<file path="src/rtl/baud_ctrl_pkg.sv">
// Shared types and constants for the baud-rate change controller.
package baud_ctrl_pkg;

  typedef enum logic [2:0] {
    ST_IDLE,
    ST_DRAIN,
    ST_APPLY,
    ST_SETTLE,
    ST_DONE
  } state_t;

  localparam logic [1:0] ERR_OK      = 2'd0;
  localparam logic [1:0] ERR_CODE    = 2'd1;
  localparam logic [1:0] ERR_TIMEOUT = 2'd2;

  localparam logic [2:0] BAUD_CODE_MAX = 3'd4;

  // Bits needed to hold a down-counter loaded with max_count.
  function automatic int cnt_width(input int max_count);
    return (max_count < 1) ? 1 : $clog2(max_count + 1);
  endfunction

endpackage

</file>
<file path="src/rtl/baud_ctrl_if.sv">
// Request/completion handshake between a host and the baud controller.
interface baud_ctrl_if;
  logic       req_valid;
  logic [2:0] req_baud;
  logic       req_ready;
  logic       done;
  logic [1:0] err;

  modport master (output req_valid, req_baud, input req_ready, done, err);
  modport slave  (input req_valid, req_baud, output req_ready, done, err);
endinterface

</file>
<file path="src/rtl/baud_ctrl_rise_detect.sv">
// Registered 0->1 detector; clr drops any pending edge and re-arms on the current level.
module rise_detect (
  input  logic clk,
  input  logic rst,
  input  logic clr,
  input  logic d,
  output logic rise
);

  logic prev;

  always_ff @(posedge clk or posedge rst) begin
    if (rst) begin
      prev <= 1'b0;
      rise <= 1'b0;
    end else if (clr) begin
      prev <= d;
      rise <= 1'b0;
    end else begin
      prev <= d;
      rise <= d & ~prev;
    end
  end

endmodule

</file>
<file path="src/rtl/baud_ctrl.sv">
// Baud change sequencer: drain the link, switch the code, pulse the dividers,
// then hold the link off for a guard interval of clk_16bd edges.
//
// state  | meaning
// IDLE   | ready for a request
// DRAIN  | link held, waiting for TX and RX idle (bounded by DRAIN_TIMEOUT)
// APPLY  | one cycle: new code driven, divider restart pulse
// SETTLE | counting GUARD_TICKS clk_16bd rising edges
// DONE   | one-cycle completion pulse with status
module baud_ctrl
  import baud_ctrl_pkg::*;
#(
  parameter int         GUARD_TICKS   = 16,
  parameter int         DRAIN_TIMEOUT = 65535,
  parameter logic [2:0] RESET_BAUD    = 3'd0
) (
  input  logic       clk,
  input  logic       rst,
  baud_ctrl_if.slave req,
  input  logic       tx_busy,
  input  logic       rx_busy,
  input  logic       clk_16bd,
  output logic [2:0] baud,
  output logic       div_rst,
  output logic       link_hold
);

  localparam int DRAIN_W = cnt_width(DRAIN_TIMEOUT);
  localparam int GUARD_W = cnt_width(GUARD_TICKS);

  localparam logic [DRAIN_W-1:0] DRAIN_LOAD = DRAIN_W'(DRAIN_TIMEOUT);
  localparam logic [DRAIN_W-1:0] DRAIN_ONE  = DRAIN_W'(1);
  localparam logic [GUARD_W-1:0] GUARD_LOAD = GUARD_W'(GUARD_TICKS);
  localparam logic [GUARD_W-1:0] GUARD_ONE  = GUARD_W'(1);

  state_t             state;
  logic [2:0]         pend_baud;
  logic [DRAIN_W-1:0] drain_cnt;
  logic [GUARD_W-1:0] guard_cnt;
  logic               tick_rise;
  logic               link_idle;
  logic               edge_clr;

  assign link_idle = !tx_busy && !rx_busy;
  assign edge_clr  = (state == ST_APPLY);

  rise_detect u_rise (
    .clk  (clk),
    .rst  (rst),
    .clr  (edge_clr),
    .d    (clk_16bd),
    .rise (tick_rise)
  );

  always_ff @(posedge clk or posedge rst) begin
    if (rst) begin
      state         <= ST_IDLE;
      baud          <= RESET_BAUD;
      pend_baud     <= RESET_BAUD;
      div_rst       <= 1'b0;
      link_hold     <= 1'b0;
      drain_cnt     <= '0;
      guard_cnt     <= '0;
      req.req_ready <= 1'b0;
      req.done      <= 1'b0;
      req.err       <= ERR_OK;
    end else begin
      div_rst  <= 1'b0;
      req.done <= 1'b0;
      case (state)
        ST_IDLE: begin
          req.req_ready <= 1'b1;
          if (req.req_valid && req.req_ready) begin
            req.req_ready <= 1'b0;
            if (req.req_baud > BAUD_CODE_MAX) begin
              state    <= ST_DONE;
              req.done <= 1'b1;
              req.err  <= ERR_CODE;
            end else if (req.req_baud == baud) begin
              state    <= ST_DONE;
              req.done <= 1'b1;
              req.err  <= ERR_OK;
            end else begin
              state     <= ST_DRAIN;
              pend_baud <= req.req_baud;
              drain_cnt <= DRAIN_LOAD;
              link_hold <= 1'b1;
            end
          end
        end
        ST_DRAIN: begin
          if (link_idle) begin
            state   <= ST_APPLY;
            baud    <= pend_baud;
            div_rst <= 1'b1;
          end else if (drain_cnt <= DRAIN_ONE) begin
            // Terminal count: give up with the old code still in force.
            state     <= ST_DONE;
            req.done  <= 1'b1;
            req.err   <= ERR_TIMEOUT;
            link_hold <= 1'b0;
          end else begin
            drain_cnt <= drain_cnt - DRAIN_ONE;
          end
        end
        ST_APPLY: begin
          guard_cnt <= GUARD_LOAD;
          state     <= ST_SETTLE;
        end
        ST_SETTLE: begin
          if (tick_rise) begin
            if (guard_cnt <= GUARD_ONE) begin
              state     <= ST_DONE;
              req.done  <= 1'b1;
              req.err   <= ERR_OK;
              link_hold <= 1'b0;
            end else begin
              guard_cnt <= guard_cnt - GUARD_ONE;
            end
          end
        end
        ST_DONE: begin
          state         <= ST_IDLE;
          req.req_ready <= 1'b1;
        end
        default: begin
          state         <= ST_IDLE;
          req.req_ready <= 1'b0;
          link_hold     <= 1'b0;
        end
      endcase
    end
  end

endmodule

</file>
<file path="src/flat_wrapper.sv">
// flat-port wrapper written by rule: the top's interface ports become plain ports
module baud_ctrl_flat import baud_ctrl_pkg::*;
#(
  parameter int         GUARD_TICKS   = 16,
  parameter int         DRAIN_TIMEOUT = 65535,
  parameter logic [2:0] RESET_BAUD    = 3'd0
)
  (clk, rst, tx_busy, rx_busy, clk_16bd, baud, div_rst, link_hold, req_req_valid, req_req_baud, req_req_ready, req_done, req_err);
  baud_ctrl_if req_i ();
  input  logic clk;
  input  logic rst;
  input  logic tx_busy;
  input  logic rx_busy;
  input  logic clk_16bd;
  output logic [2:0] baud;
  output logic div_rst;
  output logic link_hold;
  input wire logic [$bits(req_i.req_valid)-1:0] req_req_valid;
  input wire logic [$bits(req_i.req_baud)-1:0] req_req_baud;
  output wire logic [$bits(req_i.req_ready)-1:0] req_req_ready;
  output wire logic [$bits(req_i.done)-1:0] req_done;
  output wire logic [$bits(req_i.err)-1:0] req_err;
  assign req_i.req_valid = req_req_valid;
  assign req_i.req_baud = req_req_baud;
  assign req_req_ready = req_i.req_ready;
  assign req_done = req_i.done;
  assign req_err = req_i.err;
  baud_ctrl #(.GUARD_TICKS(GUARD_TICKS), .DRAIN_TIMEOUT(DRAIN_TIMEOUT), .RESET_BAUD(RESET_BAUD)) u_core (.clk(clk), .rst(rst), .req(req_i), .tx_busy(tx_busy), .rx_busy(rx_busy), .clk_16bd(clk_16bd), .baud(baud), .div_rst(div_rst), .link_hold(link_hold));
endmodule
</file>
<file path="config.mk">
export PLATFORM = sky130hd
export DESIGN_NAME = baud_ctrl_flat
export DESIGN_NICKNAME = d
export VERILOG_FILES = /design/src/rtl/baud_ctrl_pkg.sv /design/src/rtl/baud_ctrl_if.sv /design/src/rtl/baud_ctrl_rise_detect.sv /design/src/rtl/baud_ctrl.sv /design/src/flat_wrapper.sv
export SDC_FILE = /design/constraint.sdc
export NUM_CORES = 1
export LEC_CHECK = 0
export ABC_AREA = 1
export CORE_MARGIN = 2
export CORE_UTILIZATION = 54
export DETAILED_ROUTE_END_ITERATION = 6
export GPL_TIMING_DRIVEN = 0
export PLACE_DENSITY = 0.84
export SKIP_LAST_GASP = 1
export SLEW_MARGIN = 20
export SYNTH_ARGS = -nofsm -noshare
export SYNTH_HDL_FRONTEND = slang
export SYNTH_SLANG_ARGS = --single-unit
export TNS_END_PERCENT = 50
</file>
<file path="constraint.sdc">
create_clock -name clk -period 2 [get_ports clk]
set_input_delay 0.4 -clock clk [delete_from_list [all_inputs] [get_ports clk]]
set_output_delay 0.4 -clock clk [all_outputs]
set_load 0.02 [all_outputs]
</file>
* After elaboration in Yosys (flattened, before gate mapping)
Index checks and enable logic that the tools add are counted.
Cells by class: add/subtract/negate cells 2, magnitude comparators 3, equal/unequal tests 16, reductions and logical operators 17, multiplexer cells 46, bitwise operators 5
Operator list (count):
- 16-bit 2-to-1 mux | 5
- 16-bit case mux with 2 select lines | 1
- 3-bit 2-to-1 mux | 7
- 1-bit 2-to-1 mux | 18
- 16-bit by 1-bit <= comparator with 1-bit output, second input constant | 1
- 16-bit by 1-bit subtractor with 16-bit output, second input constant | 1
- 2-bit 2-to-1 mux | 7
- 2-bit != test, second input constant | 6
- 3-bit case mux with 4 select lines | 1
- 5-bit 2-to-1 mux | 2
- 5-bit case mux with 2 select lines | 1
- 4-bit AND reduction | 2
- 8-bit AND reduction | 1
- 7-bit AND reduction | 1
- 3-bit by 2-bit equality test with 1-bit output, second input constant | 2
- 2-bit by 1-bit != test with 1-bit output, second input constant | 3
- 3-bit by 1-bit != test with 1-bit output, second input constant | 2
- 1-bit case mux with 3 select lines | 2
- 2-bit case mux with 3 select lines | 1
- 6-bit AND reduction | 1
- 5-bit by 1-bit <= comparator with 1-bit output, second input constant | 1
- 5-bit by 1-bit subtractor with 5-bit output, second input constant | 1
- 1-bit NOT | 4
- 1-bit case mux with 4 select lines | 1
- other kinds (14) | 17
Word-level totals: output and inout port bits 9, bits in registers 38

* Longest topological paths before layout
word-level depth 5, depth in mapped cells 13, gate-level depth less buffers 12

* Cells and area by module
From an unflattened synthesis, not the netlist that was laid out.
Unflattened totals: cell total of the unflattened synthesis 331, area total of the unflattened synthesis 2303.5 um2
Modules (own cells, without submodules):
- baud_ctrl | area each 2235.9 um2, cells an instance 325, sequential area each 900.9 um2, times used 1
- rise_detect | area each 67.6 um2, cells an instance 6, sequential area each 50.0 um2, times used 1

* Least setup slack after synthesis
Ideal clock, no wire load.
path type flip-flop to flip-flop, from register u_core.drain_cnt[0], to register u_core.drain_cnt[4], cell stages (with the launch flop) 13, arrival 1415 ps, slack 461 ps, path buffers 1, cell sequence dfrtp_1 > inv_2 > ha_1 > inv_2 > nand2_1 > nand2_1 > nor2_1 > nand2_1 > nand2_2 > nand2_2 > nand2_4 > buf_6 > o21ai_2
Between the ends: word-level cells in the longest chain between the ends 4
Ends and longest elaborated chain:
- from (decl) | line baud_ctrl.sv:38 | logic [DRAIN_W-1:0] drain_cnt;
- from (signal assigned) | line baud_ctrl.sv:103 | drain_cnt <= drain_cnt - DRAIN_ONE;
- 16-bit by 1-bit subtractor with 16-bit output | line baud_ctrl.sv:103
- 16-bit 2-to-1 mux | line baud_ctrl.sv:96 | end else if (drain_cnt <= DRAIN_ONE) begin
- 16-bit 2-to-1 mux | line baud_ctrl.sv:92 | if (link_idle) begin
- 16-bit case mux with 2 select lines | line baud_ctrl.sv:70 | case (state)
Parallel ways exist; a longest one is shown, timed or not. The select of a mux whose other input is x is not followed. A chain may end at the register's enable or synchronous reset.

* Worst setup path in the final report
from register u_core.drain_cnt[1], to register u_core.drain_cnt[6]
The elaborated chain is that of the path after synthesis.

==> impl_metrics.toml <==
[outcome]
status = "complete, no violations"

[detailed_routing]
vias = 2005
drcViolationCount = 0
ant_nets = 0
drtIter0Drc = 104
drt_wl_total_um = 4450
drtPass1Iterations = 4
wl_per_cell_um = 11.2
viasPerCell = 5.06

[critical_path]
critPathBufInv = 3
r2r_cells = 12
cp-start-kind = "register"
worstReg2RegEnd = "u_core.drain_cnt[6]"
crit_slowest_cell = "dfrtp_1"
crit_type = "reg2reg"
cp_top_family = "simple AND/OR/NAND/NOR gates"
cp_common_cell = "nand2_1"
crit_path_max_incr_delay_ns = 0.40
cp.required_ns = 2.18
path_max_fanout = 10
regToRegStartpoint = "u_core.drain_cnt[1]"
arrival_ns = 1.95
worstPathCellList = "inv_1, ha_1, inv_2, nand2_1, nand2_1, nor2_1, nand2_1, nand2_2, nand2_2, nand2_4, buf_6, o21ai_2"
endpoint_kind = "register"
rrSetupSlack_ns = 0.23

[logic_synthesis]
synth_edf_count = 0
yosysWarnings = 0
syn-cell-area_um2 = 2350
synth.most_common_cell = "nand2_1"
ys.flop_type = "dfrtp_1"
synth-adder-area-share = 0.0213
synth_cells = 319
ys_seq_area_frac = 0.404
ys_seq_elements = 38
syn_avg_cell_area_um2 = 7.37
synth_compound_area_frac = 0.103
async_flop_share = 1.00
yosys.area_share.simple = 0.357
synth_xor_area_frac = 0.0298
yosysUniqueCellTypes = 27
yosys-top-cells-area = "dfrtp_1 (40%), nand2_1 (15%), nor2_1 (8.3%), o21ai_2 (6.0%), inv_1 (5.6%)"
synth_top_family_by_area = "simple AND/OR/NAND/NOR gates"
yosysTopAreaCell = "dfrtp_1"
yosysTopAreaCellShare = 0.404
synth_mux_area_frac = 0
syn-num-nets = 332
synthTopCellsByCount = "nand2_1 (94), nor2_1 (52), dfrtp_1 (38)"

[timing]
fmax_mhz = 564
max_slew_margin = 0.721
finalHoldViolCount = 0
worst_slew_pin_slew_ns = 0.418
fin_tns_setup_ns = 0
setup-violations-final = 0
slew_violations = 0
fin_crit_ns = 1.77
timing.final.ws_setup_ns = 0.226
rsz0062_at_grt = "false"
period_share = 0.887
clock_skew_ns = 0.00823

[global_routing]
grt_overflow = 0
grt_pass1_vias = 1872
antenna_found_initial = 0
track_usage = 0.205
grt_max_degree = 28
grt_pass1_wl_um = 8030

[layout]
num-fill-cells = 362
final_nets = 357
finalNonFillerCells = 396
area.sequential_um2 = 951
drive_gt1_frac = 0.148
syn_to_final_growth_pct = 15.6
multi_input_area_um2 = 1200
diodes = 0

[die]
num_io_pins = 18
initial_core_util = 0.552
num_rows = 24
fp.dieW_um = 70
die_h_um = 70
dieArea_um2 = 4900
core_area_um2 = 4260

[place]
portBuffers = 17
routabilityCongestion = 0.930
placed_cells = 389
dpl_worst_slack_ns = 0.0120
post-dp-hpwl_um = 3380

[cts]
htreeDepth = 2
cts.sinks = 38
root_buffer = "clkbuf_8"
clk_pin_slew_ns = 0.07
cts_buffer_depth = 2
clk_latency_ns = 0.29
cts_resized = 0
cts_buffers = 5
cts_hold_buf = 0
cts_tree = "built"
cts_post_setup_buffers_inserted = 0

[pwr]
swShare = 0.460
clockPowerShare = 0.136
power_frac_seq = 0.303
comb_power_share = 0.561
p_int_w = 0.00261
power.switching_w = 0.00223
ir_drop_mv = 0.941
power_density_nw_per_um2 = 1780
p_leak_nw = 1.38

[run]
cap_violations = 0

[min_path]
hold_class = "in2async"
-- sequential cells by signal, summed over array words and instances (netlist names) --
signal / count
u_core.drain_cnt: 16
u_core.guard_cnt: 5
u_core.baud: 3
u_core.pend_baud: 3
u_core.state: 3
u_core.req.err: 2
u_core.div_rst: 1
u_core.link_hold: 1
u_core.req.done: 1
u_core.req.req_ready: 1
u_core.u_rise.prev: 1
u_core.u_rise.rise: 1
-- how the worst max path moves through the flow --
| stage | end | depth (start not counted) | startpoint | slack, ns |
|---|---|---|---|---|
| after global routing | u_core.drain_cnt[14] | 13 | u_core.drain_cnt[1] | 0.05 |
| after floorplan | u_core.drain_cnt[4] | 12 | u_core.drain_cnt[0] | 0.46 |
| final | u_core.drain_cnt[6] | 12 | u_core.drain_cnt[1] | 0.23 |
| after detailed placement | u_core.drain_cnt[6] | 8 | req_req_baud[1] | 0.01 |
| after global placement | u_core.pend_baud[0] | 2 | rst | -0.12 |
| after CTS | u_core.drain_cnt[6] | 12 | u_core.drain_cnt[1] | 0.22 |
-- per-layer routing --
layer / vias up / part of all wire / global-route usage
met5: - / 0 / 0
met4: 0 / 0.018 / 0.0726
met3: 8 / 0.054 / 0.0519
met2: 43 / 0.46 / 0.332
met1: 917 / 0.47 / 0.268
li1: 1037 / - / -
-- power groups by stage --
stage                     combinational, W  sequential, W  clock [W]
final                              0.00272        0.00147   0.000661
after CTS                          0.00274        0.00146   0.000683
after global routing               0.00308        0.00152   0.000712
after global placement             0.00264        0.00147          0
after detailed placement           0.00272        0.00147          0
after floorplan                    0.00210        0.00149          0
-- cell usage in the layout (no fill, tap or decap), types with 2 or more instances in the layout --
| cell type | netlist | layout |
|---|---|---|
| nand3_1 | 15 | 15 |
| nor2_2 | 3 | 3 |
| nand3b_1 | 6 | 6 |
| o21ai_2 | 16 | 16 |
| nor2_4 | 2 | 2 |
| nor2_1 | 52 | 52 |
| nand4_1 | 2 | 2 |
| o21bai_1 | 2 | 2 |
| dfrtp_1 | 38 | 38 |
| ha_1 | 4 | 4 |
| nor3_1 | 3 | 3 |
| xor2_1 | 7 | 7 |
| o21ai_0 | 8 | 8 |
| nand2_4 | 4 | 4 |
| nand2_1 | 94 | 94 |
| inv_2 | 7 | 8 |
| nand2_2 | 5 | 5 |
| inv_1 | 35 | 34 |
| clkdlybuf4s50_1 | 0 | 17 |
| buf_6 | 2 | 2 |
| a21oi_1 | 5 | 5 |
| o21ai_1 | 3 | 3 |
| clkbuf_8 | 0 | 6 |
-- area by class of cell --
class | count | area share
Multi-Input combinational cell | 235 | 0.442
Sequential cell | 38 | 0.350
Timing Repair Buffer | 18 | 0.0699
Inverter | 42 | 0.0580
Clock buffer | 6 | 0.0304
Tap cell | 52 | 0.0239
Buffer | 4 | 0.0152
Clock inverter | 1 | 0.0110
-- logic make-up after synthesis --
| family | after synthesis |
|---|---|
| buf+inv | 46 |
| simple gates | 188 |
| fa+ha+maj | 4 |
| flops | 38 |
| xor+xnor | 8 |
| compound gates | 35 |
-- stage by stage --
step / cell area, µm² / utilization / hold WS (ns) / total power (W)
finish: 2720 / 0.638 / 0.364 / 0.00484
global route: 2720 / 0.638 / 0.379 / 0.00531
CTS: 2720 / 0.638 / 0.370 / 0.00488
detailed placement: 2610 / 0.612 / 0.464 / 0.00420
global placement: 2590 / 0.607 / 0.454 / 0.00410
floorplan: 2350 / - / 0.431 / 0.00359
(Power assumes the default switching activity.)
